--- src/rtl/pong_match_ctrl.sv ---
// Pong match sequencer: serve timing, goal scoring via external BCD counters,
// win detection and restart. All FSM activity advances on en ticks only.
module pong_match_ctrl #(
   parameter int BCD_DIGITS  = 2,
   parameter int WIN_SCORE   = 11,
   parameter int SERVE_DELAY = 60
) (
   input  logic                    clk,
   input  logic                    arst,
   input  logic                    en,
   input  logic                    start,
   input  logic                    goal_l,
   input  logic                    goal_r,
   input  logic [BCD_DIGITS*4-1:0] score_l,
   input  logic [BCD_DIGITS*4-1:0] score_r,
   output logic                    inc_l,
   output logic                    inc_r,
   output logic                    score_rst,
   output logic                    ball_release,
   output logic                    serve_dir,
   output logic                    game_over,
   output logic                    winner,
   output logic [2:0]              state
);

   localparam int DW = (SERVE_DELAY > 1) ? $clog2(SERVE_DELAY) : 1;
   localparam logic [DW-1:0] DELAY_LOAD = DW'(SERVE_DELAY - 1);

   typedef enum logic [2:0] {
      IDLE  = 3'd0,
      SERVE = 3'd1,
      PLAY  = 3'd2,
      SCORE = 3'd3,
      CHECK = 3'd4,
      OVER  = 3'd5
   } state_t;

   state_t          st_q, st_n;
   logic [DW-1:0]   delay_q, delay_n;
   logic            scorer_q, scorer_n;
   logic            start_f, goal_l_f, goal_r_f;
   logic            start_clr, goal_l_clr, goal_r_clr;
   logic            inc_l_n, inc_r_n, score_rst_n, ball_release_n;
   logic            serve_dir_n, game_over_n, winner_n;
   int              score_bin;

   function automatic int bcd_to_bin(input logic [BCD_DIGITS*4-1:0] d);
      int acc;
      acc = 0;
      for (int i = BCD_DIGITS - 1; i >= 0; i--)
         acc = acc * 10 + int'({28'd0, d[i*4 +: 4]});
      return acc;
   endfunction

   // The scorer's counter has already taken its increment by the CHECK tick.
   assign score_bin = bcd_to_bin(scorer_q ? score_r : score_l);
   assign state     = st_q;

   always_comb begin
      st_n           = st_q;
      delay_n        = delay_q;
      scorer_n       = scorer_q;
      inc_l_n        = inc_l;
      inc_r_n        = inc_r;
      score_rst_n    = score_rst;
      ball_release_n = ball_release;
      serve_dir_n    = serve_dir;
      game_over_n    = game_over;
      winner_n       = winner;
      start_clr      = 1'b0;
      goal_l_clr     = 1'b0;
      goal_r_clr     = 1'b0;
      if (en) begin
         inc_l_n        = 1'b0;
         inc_r_n        = 1'b0;
         score_rst_n    = 1'b0;
         ball_release_n = 1'b0;
         case (st_q)
            IDLE: begin
               if (start_f) begin
                  start_clr   = 1'b1;
                  score_rst_n = 1'b1;
                  serve_dir_n = 1'b0;
                  delay_n     = DELAY_LOAD;
                  st_n        = SERVE;
               end
            end
            SERVE: begin
               start_clr  = 1'b1;
               goal_l_clr = 1'b1;
               goal_r_clr = 1'b1;
               if (delay_q == '0) begin
                  ball_release_n = 1'b1;
                  st_n           = PLAY;
               end else begin
                  delay_n = delay_q - DW'(1);
               end
            end
            PLAY: begin
               start_clr = 1'b1;
               if (goal_l_f && goal_r_f) begin
                  goal_l_clr = 1'b1;
                  goal_r_clr = 1'b1;
                  delay_n    = DELAY_LOAD;
                  st_n       = SERVE;
               end else if (goal_l_f) begin
                  goal_l_clr = 1'b1;
                  inc_l_n    = 1'b1;
                  scorer_n   = 1'b0;
                  st_n       = SCORE;
               end else if (goal_r_f) begin
                  goal_r_clr = 1'b1;
                  inc_r_n    = 1'b1;
                  scorer_n   = 1'b1;
                  st_n       = SCORE;
               end
            end
            SCORE: begin
               start_clr = 1'b1;
               st_n      = CHECK;
            end
            CHECK: begin
               start_clr = 1'b1;
               if (score_bin >= WIN_SCORE) begin
                  game_over_n = 1'b1;
                  winner_n    = scorer_q;
                  st_n        = OVER;
               end else begin
                  serve_dir_n = ~scorer_q;
                  delay_n     = DELAY_LOAD;
                  st_n        = SERVE;
               end
            end
            OVER: begin
               goal_l_clr = 1'b1;
               goal_r_clr = 1'b1;
               if (start_f) begin
                  start_clr   = 1'b1;
                  game_over_n = 1'b0;
                  score_rst_n = 1'b1;
                  serve_dir_n = 1'b0;
                  delay_n     = DELAY_LOAD;
                  st_n        = SERVE;
               end
            end
            default: st_n = IDLE;
         endcase
      end
   end

   always_ff @(posedge clk or posedge arst) begin
      if (arst) begin
         st_q         <= IDLE;
         delay_q      <= '0;
         scorer_q     <= 1'b0;
         start_f      <= 1'b0;
         goal_l_f     <= 1'b0;
         goal_r_f     <= 1'b0;
         inc_l        <= 1'b0;
         inc_r        <= 1'b0;
         score_rst    <= 1'b0;
         ball_release <= 1'b0;
         serve_dir    <= 1'b0;
         game_over    <= 1'b0;
         winner       <= 1'b0;
      end else begin
         st_q         <= st_n;
         delay_q      <= delay_n;
         scorer_q     <= scorer_n;
         // A new request arriving on the consuming edge is kept.
         start_f      <= (start_f  & ~start_clr)  | start;
         goal_l_f     <= (goal_l_f & ~goal_l_clr) | goal_l;
         goal_r_f     <= (goal_r_f & ~goal_r_clr) | goal_r;
         inc_l        <= inc_l_n;
         inc_r        <= inc_r_n;
         score_rst    <= score_rst_n;
         ball_release <= ball_release_n;
         serve_dir    <= serve_dir_n;
         game_over    <= game_over_n;
         winner       <= winner_n;
      end
   end

endmodule

--- config.mk ---
export PLATFORM = sky130hd
export DESIGN_NAME = pong_match_ctrl
export DESIGN_NICKNAME = d
export VERILOG_FILES = /design/src/rtl/pong_match_ctrl.sv
export SDC_FILE = /design/constraint.sdc
export NUM_CORES = 1
export LEC_CHECK = 0
export ABC_AREA = 1
export CAP_MARGIN = 5
export CELL_PAD_IN_SITES_DETAIL_PLACEMENT = 0
export CELL_PAD_IN_SITES_GLOBAL_PLACEMENT = 1
export CORE_MARGIN = 4
export CORE_UTILIZATION = 41
export CTS_BUF_LIST = sky130_fd_sc_hd__clkbuf_4
export DETAILED_ROUTE_END_ITERATION = 12
export PLACE_DENSITY_LB_ADDON = 0.1
export SYNTH_ARGS = -nofsm -noshare
export SYNTH_HDL_FRONTEND = slang
export SYNTH_SLANG_ARGS = --single-unit
--- constraint.sdc ---
create_clock -name clk -period 3.9 [get_ports clk]
set_input_delay 1.17 -clock clk [delete_from_list [all_inputs] [get_ports clk]]
set_output_delay 1.17 -clock clk [all_outputs]
set_load 0.01 [all_outputs]
* After elaboration in Yosys (flattened, before gate mapping) *
Index checks and enable logic that the tools add are counted.

operators by class
  shifts and indexed selects = 0
  add/sub/neg operators = 2
  magnitude comparators = 1
  multiplexer cells = 39
  reductions and logical operators = 16
  multipliers = 1
  bitwise gates (word level) = 11
  eq/ne operators = 13
  divide/modulo/power cells = 0

operators with widths
  kind                   count
  $mux W6                4
  $pmux W6 S4            1
  $mux W1                21
  $mux W3                6
  $reduce_and A4 Y1      4
  $pmux W3 S5            1
  $ne A2 B2 Y1 const B   6
  $pmux W1 S2            5
  $add A8 B4 Y9          1
  $ge A9 B4 Y1 const B   1
  $mux W8                1
  $mul A4 B3 Y7 const B  1
  $eq A3 B2 Y1 const B   2
  $eq A3 B3 Y1 const B   2
  $logic_not A6 Y1       1
  $reduce_and A6 Y1      1
  $reduce_bool A2 Y1     3
  $sub A6 B1 Y6 const B  1
  $not A1 Y1             5
  $ne A4 B4 Y1 const B   1
  $reduce_bool A4 Y1     1
  $reduce_or A2 Y1       2
  $reduce_or A4 Y1       1
  $and A1 B1 Y1          3
  other kinds (6)        8

word-level totals
  flip-flop bits (word level) = 20
  memories = 0
  latch bits = 0
  ROM bits = 0
  bits of input ports = 22
  output and inout port bits = 10
  RAM bits = 0

* Depth between registers and ports, before layout *
  word-level depth = 8
  mapped depth = 17

* Worst setup path after synthesis *
Ideal clock, no wire load.

  path kind = input -> register
  start = input score_r[5]
  end = register delay_q[2]
  setup slack = 0.551 ns
  data arrival time = 3.232 ns
  required time = 3.783 ns
  stages = 13
  path through = or2_2 o21ai_0 inv_1 ha_1 ha_1 fa_1 a21o_1 nor2_4 nand2_2 nand2_4 nand2_4 nand2_1 nand2_1

on the way
  word-level cells in the longest chain between the ends = 6

ends and longest elaborated chain
  what                         RTL line  RTL
  start: declaration           15        input logic [BCD_DIGITS*4-1:0] score_r,
  $mux W8                      56        assign score_bin = bcd_to_bin(scorer_q ? score_r : score_l);
  $mul A4 B3 Y7                51        acc = acc * 10 + int'({28'd0, d[i*4 +: 4]});
  $add A8 B4 Y9                51
  $ge A9 B4 Y1                 124       if (score_bin >= WIN_SCORE) begin
  $ne A2 B2 Y1 (no line)       --
  $reduce_and A6 Y1 (no line)  --
  end signal: assignment       168       delay_q <= delay_n;
  end: declaration             39        logic [DW-1:0] delay_q, delay_n;

Every way passes these cells.
A chain may end at the register's enable or synchronous reset.

* Worst setup path in the final report *
Ends and elaborated chain as after synthesis.

==> out/metrics.yaml <==
critical_path:
  reg2reg_setup_slack_ns: 1.23
  cp_data_arrival_time_ns: 3.71
  cp-end-kind: "flop"
  crit_fanout: 10
  critPathKind: "in2reg"
  crit_required_ns: 4.11
  ff2ff_path_depth: 14
  r2r-start: "scorer_q"
  r2r-end: "delay_q[2]"
  critPathLaunchType: "input port"
clocking:
  cts_hold_buf: 0
  clkSinkCount: 20
  root_buffer: "clkbuf_4"
  h-tree-depth: 1
  path_clk_slew_ns: 0.12
  worst_skew_pair.late_latency_ns: 0.30
  tritoncts: "done"
  cts_buffer_depth: 2
  cts_resized: 0
  postCtsSetupBuffers: 0
  cts_inserted_buffers: 3
timing:
  period_share_pct: 89.74
  max_freq_mhz: 285.7
  finalClockSkew_ns: 0.009095
  setup_tns_ns: 0
  layout_min_cycle_time_ns: 3.500
  relSlewSlack_pct: 46.27
  rsz0062_at_grt: "no"
  tightestPinTransition_ns: 0.8051
  finalHoldViolCount: 0
  slew_violations: 0
  finalSetupViolCount: 0
  hold_ws_ns: 0.4799
power:
  vdd_ir_drop_max_mv: 0.3366
  clkPwrFrac_pct: 7.3
  power_switching_w: 0.0006816
  seqPwrFrac_pct: 27.3
  combinationalPowerShare_pct: 65.4
  power_density_nw_per_um2: 710.2
  sw_frac_of_total_pct: 49.11
  internal_power_w: 0.0007063
  p_leak_nw: 1.002
yosys:
  synth.most_common_cell: "nand2_1"
  seq_area_frac_synth_pct: 32.05
  async_flop_share_pct: 100.0
  synth_top_area_share_pct: 32.05
  syn_nets: 248
  synthCells: 211
  ys_warn_count: 0
  ys_ff_latch: 20
  avgSynthCellArea_sq_um: 7.400
  yosys.cell_types.count: 30
  synth_area_leaders: "dfrtp_1 32%, nand2_1 17%, ha_1 10%, inv_1 6.0%, nand3_1 5.8%"
  synth_edf_count: 0
  synthTopCellsByCount: "70 x nand2_1, 25 x inv_1, 20 x dfrtp_1, 18 x nand3_1, 13 x ha_1"
  synth_top_flop_cell: "dfrtp_1"
  synthDominantAreaCellType: "dfrtp_1"
  synth_area_sq_um: 1561
floorplan:
  num_rows: 22
  die_w_um: 69.72
  dieHeight_um: 69.72
  die-area_sq_um: 4860
  core_area_sq_um: 3661
  start_util_pct: 42.65
  io_pins: 32
placed_design:
  io_buffers: 31
  dpl.cell_count: 290
  gp_congestion: 0.7939
  hpwl_mm: 2.738
  dpl_cell_area_sq_um: 1928
layout:
  antenna_cells: 0
  final_core_util_pct: 53.38
  finalNetCount: 284
  design_area_sq_um: 1954
  syn_to_final_growth_pct: 25.16
  nFillCells: 371
  layout.cells.non_filler: 294
  layout-drive-gt1-share_pct: 12.20
global_route:
  gr-usage-all-layers_pct: 15.47
  grt_pass1_vias: 1388
  antenna_found_initial: 0
  overflow: 0
  grt_max_degree: 21
  grt_pass1_wl_mm: 6.265
detailed_routing:
  vias: 1374
  drtAntennaViolNets: 0
  wl_per_cell_um: 11.40
  drt_iter0_markers: 84
  drc: 0
  wirelength_mm: 3.351
  dr.pass1.iters: 4
  vias_per_cell: 4.673
worst_hold_path:
  holdPathEnd: "serve_dir"
  hold_start: "serve_dir"
  worstHoldPathCells: 2
  hp-class: "reg2reg"
job:
  drv_cap: 0
outcome:
  status: "complete, no violations"
[worst max-delay path, stage by stage]
cell and delay (ns):
clkdlybuf4s50_1 0.39, or2_2 0.28, o21ai_0 0.10, inv_1 0.10, ha_1 0.28, ha_1 0.22, fa_1 0.46, a21o_1 0.19
nor2_4 0.12, nand2_2 0.09, nand2_4 0.12, nand2_4 0.08, nand2_1 0.07, nand2_1 0.04
[power by group through the flow]
stage	Combinational, W	Clock (W)	Sequential [W]
after floorplan	0.000681	0	0.000374
after global placement	0.000921	0	0.000384
after detailed placement	0.000919	0	0.000383
after CTS	0.000925	0.000107	0.000380
after global routing	0.00106	0.000115	0.000397
final	0.000908	0.000101	0.000379
[sequential cells by signal (all words and copies together), names as in the netlist]
register      flops
goal_r_f          1
start_f           1
score_rst         1
goal_l_f          1
delay_q           6
state             3
scorer_q          1
inc_r             1
inc_l             1
winner            1
serve_dir         1
game_over         1
ball_release      1
[worst max path at each step]
stage	startpoint	to	slack (ns)	cells past startpoint
finish	score_r[5]	delay_q[2]	0.40	14
global route	score_r[5]	delay_q[5]	0.23	14
CTS	score_r[5]	delay_q[2]	0.39	14
detailed placement	score_r[5]	delay_q[2]	0.05	14
global placement	score_r[5]	delay_q[2]	0.09	14
floorplan	score_r[5]	delay_q[2]	0.55	13
[cells in the final DEF (no fill, tap or decap), drive strengths merged, types with 3 or more instances in the layout]
| cell type | netlist | layout |
|---|---|---|
| clkbuf | 0 | 3 |
| nor2 | 16 | 16 |
| nand3 | 18 | 18 |
| or2 | 4 | 4 |
| a21oi | 3 | 3 |
| nand4 | 5 | 5 |
| ha | 13 | 13 |
| clkdlybuf4s50 | 0 | 31 |
| o21ai | 11 | 11 |
| inv | 30 | 30 |
| nand2 | 77 | 77 |
| dfrtp | 20 | 20 |
[kinds of logic (layout without fill, tap and decap cells)]
kind of cell             count (synthesis)  after routing  synth area share [%]
AO/OA/AOI/OAI                           21             21                 8.734
buffers and inverters                   32             67                 8.734
adder cells (fa/ha/maj)                 15             15                 12.98
flip-flops                              20             20                 32.05
XOR/XNOR                                 2              2                 1.122
AND/OR/NAND/NOR                        121            121                 36.38
[metal layers]
layer  up-vias  track usage, %  routed length [um]
met2        23           26.06                1611
met1       606           20.81                1614
met3         2           2.754                 103
met4         0           3.191                  21
met5         -               0                   0
li1        743               -                   -
[per-stage QoR]
step / power (W) / setup WS (ns)
after floorplan: 0.001055 / 0.5514
after global placement: 0.001305 / 0.09270
after detailed placement: 0.001303 / 0.04913
after CTS: 0.001412 / 0.3918
after global routing: 0.001576 / 0.2265
final: 0.001388 / 0.4003
[area by class of cell]
| cell class | count | area [sq um] | area share, % |
|---|---|---|---|
| Tap cell | 48 | 60.06 | 3.073 |
| Multi-Input combinational cell | 159 | 924.6 | 47.31 |
| Clock inverter | 1 | 3.754 | 0.1921 |
| Clock buffer | 3 | 22.52 | 1.152 |
| Inverter | 30 | 117.6 | 6.018 |
| Sequential cell | 20 | 500.5 | 25.61 |
| Timing Repair Buffer | 33 | 325.3 | 16.65 |
(Power assumes the default switching activity.)
